[src/rtl/ssd_scan_arbiter_pkg.sv]
// ---------------------------------------------------------------------------
// ssd_scan_arbiter_pkg
//   Shared definitions for the seven-segment scan arbiter and for any other
//   top-level that drives the board SSD. It holds the following items.
//     ssd_state_e       arbiter FSM state encoding (IDLE=00, OWN_A=01, OWN_B=10)
//     SSD_BLANK         cathode pattern for a dark digit (active low, all off)
//     SSD_HEX_SEG       16-entry hex -> {a..g} active-low cathode table
//     lz_blank_mask()   leading-zero blank mask of a 32-bit hex word
//   The optional feature macro SSD_LEADING_ZERO_BLANK_EN is consumed by
//   ssd_scan_arbiter. The helper is always present so that other users can
//   call it.
// ---------------------------------------------------------------------------
package ssd_scan_arbiter_pkg;

    typedef enum logic [1:0] {
        StIdle = 2'b00,
        StOwnA = 2'b01,
        StOwnB = 2'b10
    } ssd_state_e;

    localparam logic [6:0] SSD_BLANK = 7'h7F;

    // Bit 6 is segment a, bit 0 is segment g; a 0 lights the segment.
    localparam logic [6:0] SSD_HEX_SEG [16] = '{
        7'b0000001,  // 0
        7'b1001111,  // 1
        7'b0010010,  // 2
        7'b0000110,  // 3
        7'b1001100,  // 4
        7'b0100100,  // 5
        7'b0100000,  // 6
        7'b0001111,  // 7
        7'b0000000,  // 8
        7'b0000100,  // 9
        7'b0001000,  // A
        7'b1100000,  // b
        7'b0110001,  // C
        7'b1000010,  // d
        7'b0110000,  // E
        7'b0111000   // F
    };

    // Bit k is set when nibble k and every nibble above it are zero.
    // Digit 0 is never blanked, so that a value of zero still shows a single 0.
    function automatic logic [7:0] lz_blank_mask(input logic [31:0] data);
        logic [7:0] mask;
        logic       all_zero_above;
        mask           = '0;
        all_zero_above = 1'b1;
        for (int k = 7; k >= 1; k--) begin
            all_zero_above = all_zero_above && (data[k*4 +: 4] == 4'h0);
            mask[k]        = all_zero_above;
        end
        return mask;
    endfunction

endpackage

[src/rtl/ssd_scan_arbiter_if.sv]
// ---------------------------------------------------------------------------
// ssd_scan_arbiter_if
//   Bundles the two requester ports and the display/grant outputs of the
//   seven-segment scan arbiter.
//     Req_A/Req_B      level requests
//     Data_A/Data_B    32-bit hex words; nibble k -> digit k (digit 0 rightmost)
//     Dp_A/Dp_B        dot masks; bit k set lights DP on digit k
//     Gnt_A/Gnt_B      registered grants (never both high)
//     Frame_tick       1-clock pulse at the end of each 8-digit frame
//     An/Cathodes/Dp   active-low board pins
//   The master modport is the requester/board side. The slave modport is the
//   arbiter.
// ---------------------------------------------------------------------------
interface ssd_scan_arbiter_if;

    logic        Req_A;
    logic [31:0] Data_A;
    logic [7:0]  Dp_A;
    logic        Req_B;
    logic [31:0] Data_B;
    logic [7:0]  Dp_B;
    logic        Gnt_A;
    logic        Gnt_B;
    logic        Frame_tick;
    logic [7:0]  An;
    logic [6:0]  Cathodes;
    logic        Dp;

    modport master (
        output Req_A, Data_A, Dp_A, Req_B, Data_B, Dp_B,
        input  Gnt_A, Gnt_B, Frame_tick, An, Cathodes, Dp
    );

    modport slave (
        input  Req_A, Data_A, Dp_A, Req_B, Data_B, Dp_B,
        output Gnt_A, Gnt_B, Frame_tick, An, Cathodes, Dp
    );

endinterface

[src/rtl/ssd_hex_decoder.sv]
// ---------------------------------------------------------------------------
// ssd_hex_decoder
//   Combinational 4-bit hex digit to 7-segment active-low cathode decode.
//     nibble_i   hex digit
//     seg_o      {a..g}, active low
// ---------------------------------------------------------------------------
module ssd_hex_decoder
    import ssd_scan_arbiter_pkg::*;
(
    input  logic [3:0] nibble_i,
    output logic [6:0] seg_o
);

    assign seg_o = SSD_HEX_SEG[nibble_i];

endmodule

[src/rtl/ssd_scan_arbiter.sv]
// ---------------------------------------------------------------------------
// ssd_scan_arbiter
//   Time-multiplexed scan controller for the 8-digit seven-segment display,
//   shared between two requesters. A frame-aligned round-robin arbiter hands
//   the display to A or B. The scanner drives the anodes, the cathodes and DP.
//   Ports:
//     ClkPort   system clock
//     Reset_b   asynchronous active-low reset
//     ssd       ssd_scan_arbiter_if.slave (requests, data, grants, pins)
//   Parameters:
//     DIV_W        prescaler width; one digit tick every 2**DIV_W clocks
//     HOLD_FRAMES  minimum frames an owner keeps the display under contention
//   Optional feature: define SSD_LEADING_ZERO_BLANK_EN to blank zero digits
//   above the most significant non-zero nibble.
// ---------------------------------------------------------------------------
module ssd_scan_arbiter
    import ssd_scan_arbiter_pkg::*;
#(
    parameter int unsigned DIV_W       = 14,
    parameter int unsigned HOLD_FRAMES = 64
) (
    input logic               ClkPort,
    input logic               Reset_b,
    ssd_scan_arbiter_if.slave ssd
);

    localparam int unsigned HOLD_W   = (HOLD_FRAMES > 1) ? $clog2(HOLD_FRAMES) : 1;
    localparam logic [HOLD_W-1:0] HOLD_MAX = HOLD_W'(HOLD_FRAMES - 1);

    // ------------------------------------------------------------------
    // Prescaler and digit index
    // ------------------------------------------------------------------
    logic [DIV_W-1:0] div_q;
    logic [2:0]       digit_q;
    logic             tick;
    logic             frame_end;
    logic             frame_tick_q;

    assign tick      = &div_q;
    assign frame_end = tick && (digit_q == 3'd7);

    always_ff @(posedge ClkPort or negedge Reset_b) begin
        if (!Reset_b) begin
            div_q        <= '0;
            digit_q      <= '0;
            frame_tick_q <= 1'b0;
        end else begin
            div_q        <= div_q + 1'b1;
            frame_tick_q <= frame_end;
            if (tick) begin
                digit_q <= digit_q + 3'd1;
            end
        end
    end

    // ------------------------------------------------------------------
    // Arbiter FSM: only evaluated on frame_end so that ownership changes
    // always line up with digit 0 of a fresh frame.
    // ------------------------------------------------------------------
    ssd_state_e        state_q, state_d;
    logic [HOLD_W-1:0] hold_q, hold_d;
    logic              last_b_q, last_b_d;  // 1: B was the most recently granted side
    logic              gnt_a_q, gnt_b_q;
    logic              gnt_a_d, gnt_b_d;

    always_ff @(posedge ClkPort or negedge Reset_b) begin
        if (!Reset_b) begin
            state_q  <= StIdle;
            hold_q   <= '0;
            last_b_q <= 1'b1;
            gnt_a_q  <= 1'b0;
            gnt_b_q  <= 1'b0;
        end else begin
            state_q  <= state_d;
            hold_q   <= hold_d;
            last_b_q <= last_b_d;
            gnt_a_q  <= gnt_a_d;
            gnt_b_q  <= gnt_b_d;
        end
    end

    always_comb begin
        state_d  = state_q;
        hold_d   = hold_q;
        last_b_d = last_b_q;
        if (frame_end) begin
            case (state_q)
                StIdle: begin
                    if (ssd.Req_A && ssd.Req_B) begin
                        state_d = last_b_q ? StOwnA : StOwnB;
                    end else if (ssd.Req_A) begin
                        state_d = StOwnA;
                    end else if (ssd.Req_B) begin
                        state_d = StOwnB;
                    end
                end
                StOwnA: begin
                    if (!ssd.Req_A) begin
                        state_d = ssd.Req_B ? StOwnB : StIdle;
                    end else if (ssd.Req_B && (hold_q >= HOLD_MAX)) begin
                        state_d = StOwnB;
                    end else if (hold_q < HOLD_MAX) begin
                        hold_d = hold_q + 1'b1;
                    end
                end
                StOwnB: begin
                    if (!ssd.Req_B) begin
                        state_d = ssd.Req_A ? StOwnA : StIdle;
                    end else if (ssd.Req_A && (hold_q >= HOLD_MAX)) begin
                        state_d = StOwnA;
                    end else if (hold_q < HOLD_MAX) begin
                        hold_d = hold_q + 1'b1;
                    end
                end
                default: state_d = StIdle;
            endcase

            if (state_d != state_q) begin
                hold_d = '0;
                if (state_d == StOwnA) begin
                    last_b_d = 1'b0;
                end else if (state_d == StOwnB) begin
                    last_b_d = 1'b1;
                end
            end
        end
    end

    // Grants are decoded from the next state so that the registered grant
    // changes on the same edge as the state itself.
    always_comb begin
        gnt_a_d = (state_d == StOwnA);
        gnt_b_d = (state_d == StOwnB);
    end

    // ------------------------------------------------------------------
    // Shadow of the owner's word. It is loaded only at frame_end, so a frame
    // never mixes two words even if the requester data moves mid-frame.
    // ------------------------------------------------------------------
    logic [31:0] shadow_data_q, shadow_data_d;
    logic [7:0]  shadow_dp_q, shadow_dp_d;
    logic [7:0]  blank_mask;

    always_comb begin
        shadow_data_d = shadow_data_q;
        shadow_dp_d   = shadow_dp_q;
        if (frame_end) begin
            case (state_d)
                StOwnA: begin
                    shadow_data_d = ssd.Data_A;
                    shadow_dp_d   = ssd.Dp_A;
                end
                StOwnB: begin
                    shadow_data_d = ssd.Data_B;
                    shadow_dp_d   = ssd.Dp_B;
                end
                default: begin
                    shadow_data_d = '0;
                    shadow_dp_d   = '0;
                end
            endcase
        end
    end

    always_ff @(posedge ClkPort or negedge Reset_b) begin
        if (!Reset_b) begin
            shadow_data_q <= '0;
            shadow_dp_q   <= '0;
        end else begin
            shadow_data_q <= shadow_data_d;
            shadow_dp_q   <= shadow_dp_d;
        end
    end

`ifdef SSD_LEADING_ZERO_BLANK_EN
    logic [7:0] blank_q;

    always_ff @(posedge ClkPort or negedge Reset_b) begin
        if (!Reset_b) begin
            blank_q <= '0;
        end else if (frame_end) begin
            blank_q <= lz_blank_mask(shadow_data_d);
        end
    end

    assign blank_mask = blank_q;
`else
    assign blank_mask = '0;
`endif

    // ------------------------------------------------------------------
    // Output stage: one register between digit index/shadow and the pins.
    // ------------------------------------------------------------------
    logic [3:0] cur_nibble;
    logic [6:0] cur_seg;
    logic [7:0] an_q, an_d;
    logic [6:0] cath_q, cath_d;
    logic       dp_q, dp_d;

    assign cur_nibble = shadow_data_q[{digit_q, 2'b00} +: 4];

    ssd_hex_decoder u_hex_decoder (
        .nibble_i (cur_nibble),
        .seg_o    (cur_seg)
    );

    always_comb begin
        an_d   = 8'hFF;
        cath_d = SSD_BLANK;
        dp_d   = 1'b1;
        if (state_q != StIdle) begin
            an_d   = ~(8'h01 << digit_q);
            cath_d = blank_mask[digit_q] ? SSD_BLANK : cur_seg;
            dp_d   = ~shadow_dp_q[digit_q];
        end
    end

    always_ff @(posedge ClkPort or negedge Reset_b) begin
        if (!Reset_b) begin
            an_q   <= 8'hFF;
            cath_q <= SSD_BLANK;
            dp_q   <= 1'b1;
        end else begin
            an_q   <= an_d;
            cath_q <= cath_d;
            dp_q   <= dp_d;
        end
    end

    assign ssd.Gnt_A      = gnt_a_q;
    assign ssd.Gnt_B      = gnt_b_q;
    assign ssd.Frame_tick = frame_tick_q;
    assign ssd.An         = an_q;
    assign ssd.Cathodes   = cath_q;
    assign ssd.Dp         = dp_q;

endmodule

[src/flat_wrapper.sv]
// flat-port wrapper written by rule: the top's interface ports become plain ports
module ssd_scan_arbiter_flat import ssd_scan_arbiter_pkg::*;
#(
    parameter int unsigned DIV_W       = 14,
    parameter int unsigned HOLD_FRAMES = 64
)
  (ClkPort, Reset_b, ssd_Req_A, ssd_Data_A, ssd_Dp_A, ssd_Req_B, ssd_Data_B, ssd_Dp_B, ssd_Gnt_A, ssd_Gnt_B, ssd_Frame_tick, ssd_An, ssd_Cathodes, ssd_Dp);
  ssd_scan_arbiter_if ssd_i ();
  input logic ClkPort;
  input logic Reset_b;
  input wire logic [$bits(ssd_i.Req_A)-1:0] ssd_Req_A;
  input wire logic [$bits(ssd_i.Data_A)-1:0] ssd_Data_A;
  input wire logic [$bits(ssd_i.Dp_A)-1:0] ssd_Dp_A;
  input wire logic [$bits(ssd_i.Req_B)-1:0] ssd_Req_B;
  input wire logic [$bits(ssd_i.Data_B)-1:0] ssd_Data_B;
  input wire logic [$bits(ssd_i.Dp_B)-1:0] ssd_Dp_B;
  output wire logic [$bits(ssd_i.Gnt_A)-1:0] ssd_Gnt_A;
  output wire logic [$bits(ssd_i.Gnt_B)-1:0] ssd_Gnt_B;
  output wire logic [$bits(ssd_i.Frame_tick)-1:0] ssd_Frame_tick;
  output wire logic [$bits(ssd_i.An)-1:0] ssd_An;
  output wire logic [$bits(ssd_i.Cathodes)-1:0] ssd_Cathodes;
  output wire logic [$bits(ssd_i.Dp)-1:0] ssd_Dp;
  assign ssd_i.Req_A = ssd_Req_A;
  assign ssd_i.Data_A = ssd_Data_A;
  assign ssd_i.Dp_A = ssd_Dp_A;
  assign ssd_i.Req_B = ssd_Req_B;
  assign ssd_i.Data_B = ssd_Data_B;
  assign ssd_i.Dp_B = ssd_Dp_B;
  assign ssd_Gnt_A = ssd_i.Gnt_A;
  assign ssd_Gnt_B = ssd_i.Gnt_B;
  assign ssd_Frame_tick = ssd_i.Frame_tick;
  assign ssd_An = ssd_i.An;
  assign ssd_Cathodes = ssd_i.Cathodes;
  assign ssd_Dp = ssd_i.Dp;
  ssd_scan_arbiter #(.DIV_W(DIV_W), .HOLD_FRAMES(HOLD_FRAMES)) u_core (.ClkPort(ClkPort), .Reset_b(Reset_b), .ssd(ssd_i));
endmodule
[config.mk]
export PLATFORM = sky130hd
export DESIGN_NAME = ssd_scan_arbiter_flat
export DESIGN_NICKNAME = d
export VERILOG_FILES = /design/src/rtl/ssd_scan_arbiter_pkg.sv /design/src/rtl/ssd_scan_arbiter_if.sv /design/src/rtl/ssd_hex_decoder.sv /design/src/rtl/ssd_scan_arbiter.sv /design/src/flat_wrapper.sv
export SDC_FILE = /design/constraint.sdc
export NUM_CORES = 1
export LEC_CHECK = 0
export CAP_MARGIN = 20
export CORE_UTILIZATION = 40
export CTS_BUF_LIST = sky130_fd_sc_hd__clkbuf_4 sky130_fd_sc_hd__clkbuf_8 sky130_fd_sc_hd__clkbuf_16
export CTS_CLUSTER_DIAMETER = 80
export CTS_CLUSTER_SIZE = 16
export DETAILED_ROUTE_END_ITERATION = 10
export PLACE_DENSITY = 0.66
export SYNTH_ARGS = -nofsm -noshare
export SYNTH_HDL_FRONTEND = slang
export SYNTH_HIERARCHICAL = 1
export SYNTH_SLANG_ARGS = --single-unit
[constraint.sdc]
create_clock -name ClkPort -period 4.19 [get_ports ClkPort]
set_input_delay 1.0475 -clock ClkPort [delete_from_list [all_inputs] [get_ports ClkPort]]
set_output_delay 1.0475 -clock ClkPort [all_outputs]
set_load 0.05 [all_outputs]
==> results.txt <==
The flow ran to the end, and the final reports show no timing, DRC or antenna violations. The average via count per standard cell came out at 5.39. The clock passes through at most 2 buffers. The net count after synthesis came out at 521.

The core utilization of the finished layout is 0.538. The number of endpoints with negative hold slack in the final report was 0. The standard cell with the maximum stage delay on the critical path is sky130_fd_sc_hd__ha_1. The number of nets with antenna violations after routing came out at 0. The synthesized netlist cell count came out at 419. The total power divided by cell area came out at approximately 280 mW/mm^2.

The vertical die dimension came out at 107 um. The number of synthesis warnings is 6. The first global-routing pass estimated 16600 um of wire.

Data on the critical path is required at its endpoint by 4.40 ns. The total of endpoints with negative setup slack in the final report came out at 0. The async set-reset flop share out of synthesis came out at 1.00. Traced cell by cell, the critical path runs through buf_4, ha_1, ha_1, and2_1, nand4_4, inv_1, mux2_2, ha_1, buf_12, a22oi_1, o31ai_1. The post-detailed-route wirelength per cell came out at roughly 15 um. The library cells used most frequently in the layout, excluding fill and tap cells, are 101 x sky130_fd_sc_hd__clkdlybuf4s50_1, 79 x sky130_fd_sc_hd__nand2_1, 68 x sky130_fd_sc_hd__dfrtp_1.

The most instantiated flip-flop cell in the synthesis netlist is sky130_fd_sc_hd__dfrtp_1. In this run the critical register-to-register path is captured at u_core/shadow_data_q[19]. The first TritonRoute pass finished after 4 iterations. The number of enable-type register cells in the synthesized netlist is 0. Clock tree synthesis inserted a total of 9 buffers.

The post-synthesis average cell area is about 11 sq um. The count of buffers added on input and output ports is 102. The number of maximum-capacitance constraint violations is 0.

In this run the critical register-to-register path is launched from u_core/digit_q[1]. The start-to-end type of the worst setup path is reg2reg. The achievable frequency is between 300 and 400 MHz. 103 I/O pins were placed. The analysis attributes to cell leakage a power of 0.00253 uW.

Fill cells in the final layout number around 1000. The total overflow left after global routing is 0. The most common cell type on the critical path is sky130_fd_sc_hd__ha_1. The final cycle utilization of the critical path came out at 0.755. The number of distinct library cell variants in the gate-level netlist after synthesis came out at 47. The final routed wirelength across all metal layers came out at approximately 10000 um. At the end of routability-driven placement, the weighted congestion stood at between 0.8 and 0.9. The synthesis-stage register bit count came out at 85. For hold timing, the worst endpoint is u_core/shadow_data_q[15]. The data arrival time of the critical path is around 3.4 ns. The critical-path maximum fanout came out at 30. The worst path buffer plus inverter count is 3. The number of cells upsized or downsized after cts came out at 0. In this design, the largest share of critical-path delay is due to adder cells.

The area of the mapped netlist is 0.00445 sq mm. The endpoint kind of the worst setup timing path is a flop. Clock-pin slew was measured on the worst setup and hold paths at around 0.09 ns. TritonCTS built the clock tree. At the pin with the least slew margin, the transition time is around 0.61 ns.

Measured along the x axis, the die boundary spans around 110 um. Of the cells placed in the final design, the portion with a size suffix greater than 1 is 0.117. The buffers inserted during post-CTS setup optimization is 0. The worst reg-to-reg setup slack came out at about 1 ns. For the worst flop-to-flop path, the logic depth is 11.

The number of global-route vias before repair is 3303. The clock sink count is 85. The startpoint identified for the worst hold timing path is u_core/shadow_data_q[15].

The min-delay analysis places its worst path in the category reg2reg. Detailed placement ended at an HPWL of slightly below 7000 um. The global-route total usage across every layer is 0.186. For this run, the post-layout net count is 610. The via total after detailed routing came out at approximately 3500. 0 antenna diodes ended up in the layout. The longest individual stage delay on the worst path is 0.39 ns. The count of standard-cell rows is 38. Setup repair after global routing left no endpoint under its margin. The most common cell after layout, fill and taps aside is sky130_fd_sc_hd__clkdlybuf4s50_1. The clock skew is around 0.0084 ns. The share of the yosys chip area belonging to registers came out at 0.483. Across the VDD grid, the largest voltage drop is ~0.00016 V. The worst setup path is launched from a flop. The initial DRC count came out at between 150 and 200.

After routing, the total negative slack on setup checks comes to 0 ns. The initial antenna violation count came out at 0. The clock latency on the worst-skew pair is roughly 0.35 ns. The pin count of the biggest net entering global routing is 86. The final-report max-slew violation count came out at 0.

For this configuration, the core starts out at a cell density of 0.410. The DRC violation count after routing is 0. The floorplan step defined a core boundary enclosing between 0.01 and 0.015 sq mm. The max-slew headroom at the worst pin came out at 0.593.

Counting instances, the worst hold path has a depth of 2. The time the final worst path needs with I/O delays and setup came out at 3.16 ns. Buffers inserted to repair hold after CTS numbered 0. The H-tree level count came out at 3. The die covers roughly 0.012 sq mm. The buffer cell driving the clock tree root is sky130_fd_sc_hd__clkbuf_8.

The layout overhead on the synthesized area is 31.1%.
power breakdown:
group | total (uW) | internal [uW] | switching [uW]
registers | 822 | 821 | 0.859
clock network | 681 | 393 | 288
logic | 129 | 85.9 | 43.4
total | 1630 | 1300 | 332
Yosys cell counts (3+ instances only):
cell type | instances | area, sq um
sky130_fd_sc_hd__o31ai_2 | 3 | 37.5
sky130_fd_sc_hd__ha_1 | 18 | 225
sky130_fd_sc_hd__a21oi_1 | 3 | 15.0
sky130_fd_sc_hd__clkbuf_1 | 27 | 101
sky130_fd_sc_hd__dfrtp_1 | 68 | 1700
sky130_fd_sc_hd__and3_1 | 4 | 25.0
sky130_fd_sc_hd__nand3_1 | 9 | 45.0
sky130_fd_sc_hd__nand4_1 | 5 | 31.3
sky130_fd_sc_hd__mux2i_1 | 6 | 60.1
sky130_fd_sc_hd__a2bb2oi_1 | 4 | 35.0
sky130_fd_sc_hd__o31ai_1 | 41 | 308
sky130_fd_sc_hd__xor2_1 | 3 | 26.3
sky130_fd_sc_hd__o21ai_0 | 11 | 55.1
sky130_fd_sc_hd__xnor2_1 | 11 | 96.3
sky130_fd_sc_hd__nand2b_1 | 10 | 62.6
sky130_fd_sc_hd__mux4_2 | 10 | 225
sky130_fd_sc_hd__nor2_1 | 6 | 22.5
sky130_fd_sc_hd__nand2_1 | 79 | 297
sky130_fd_sc_hd__inv_1 | 11 | 41.3
sky130_fd_sc_hd__a22oi_1 | 40 | 300
sky130_fd_sc_hd__dfstp_2 | 17 | 447
flip-flops by register name, indices dropped and copies added, names as in the netlist:
| name | count |
|---|---|
| u_core/shadow_data_q | 32 |
| u_core/div_q | 14 |
| u_core/shadow_dp_q | 8 |
| u_core/ssd.An | 8 |
| u_core/ssd.Cathodes | 7 |
| u_core/hold_q | 6 |
| u_core/digit_q | 3 |
| u_core/state_q | 2 |
| u_core/last_b_q | 1 |
| u_core/ssd.Dp | 1 |
| u_core/ssd.Frame_tick | 1 |
| u_core/ssd.Gnt_A | 1 |
| u_core/ssd.Gnt_B | 1 |
worst reg2reg max path, stage by stage (launching register included):
cell,delay [ns]
sky130_fd_sc_hd__dfrtp_1,0.33
sky130_fd_sc_hd__buf_4,0.22
sky130_fd_sc_hd__ha_1,0.21
sky130_fd_sc_hd__ha_1,0.19
sky130_fd_sc_hd__and2_1,0.18
sky130_fd_sc_hd__nand4_4,0.30
sky130_fd_sc_hd__inv_1,0.23
sky130_fd_sc_hd__mux2_2,0.37
sky130_fd_sc_hd__ha_1,0.39
sky130_fd_sc_hd__buf_12,0.25
sky130_fd_sc_hd__a22oi_1,0.26
sky130_fd_sc_hd__o31ai_1,0.10
worst max path at each step:
| stage | startpoint | end | slack [ns] | cells after the start |
|---|---|---|---|---|
| floorplan | u_core/digit_q[0] | u_core/shadow_data_q[0] | 1.53 | 11 |
| global placement | ssd_Req_A | u_core/shadow_data_q[16] | 0.85 | 8 |
| detailed placement | ssd_Req_A | u_core/shadow_dp_q[5] | 0.76 | 8 |
| CTS | u_core/digit_q[1] | u_core/shadow_data_q[19] | 1.01 | 11 |
| global route | u_core/digit_q[1] | u_core/shadow_data_q[0] | 0.82 | 11 |
| finish | u_core/digit_q[1] | u_core/shadow_data_q[19] | 1.03 | 11 |
metrics by stage:
| step | setup WS [ns] | power, uW | instance area [sq um] | hold slack [ns] | instances |
|---|---|---|---|---|---|
| after floorplan | 1.53 | 864 | 4450 | 0.437 | 419 |
| after global placement | 0.849 | 964 | 5560 | 0.455 | 636 |
| after detailed placement | 0.756 | 965 | 5560 | 0.464 | 636 |
| after CTS | 1.01 | 1650 | 5800 | 0.480 | 652 |
| after global routing | 0.825 | 1700 | 5830 | 0.504 | 653 |
| final | 1.03 | 1630 | 5830 | 0.482 | 653 |
layout make-up:
| class | instances | area, sq um | share of cell area |
|---|---|---|---|
| Sequential cell | 85 | 2150 | 0.369 |
| Multi-Input combinational cell | 291 | 2120 | 0.363 |
| Timing Repair Buffer | 109 | 1100 | 0.189 |
| Tap cell | 140 | 175 | 0.0301 |
| Clock buffer | 9 | 124 | 0.0213 |
| Clock inverter | 7 | 114 | 0.0195 |
| Inverter | 12 | 45.0 | 0.00773 |
metal layers:
metal / vias up / track usage / part of all wire
met2: 140 / 0.277 / 0.44
met5: - / 0 / 0
li1: 1710 / - / -
met3: 15 / 0.0327 / 0.062
met4: 0 / 0.0646 / 0.014
met1: 1655 / 0.271 / 0.49
cell families after synthesis:
group                      count (synthesis)  synth area share
adders and majority gates                 18            0.0507
buffers and inverters                     43            0.0402
xor gates and xnor gates                  14            0.0276
AOI/OAI and AO/OA                        112             0.186
muxes                                     18            0.0726
and+or+nand+nor                          129             0.140
DFF                                       85             0.483
Note: power is estimated with default switching activity, not from simulation.
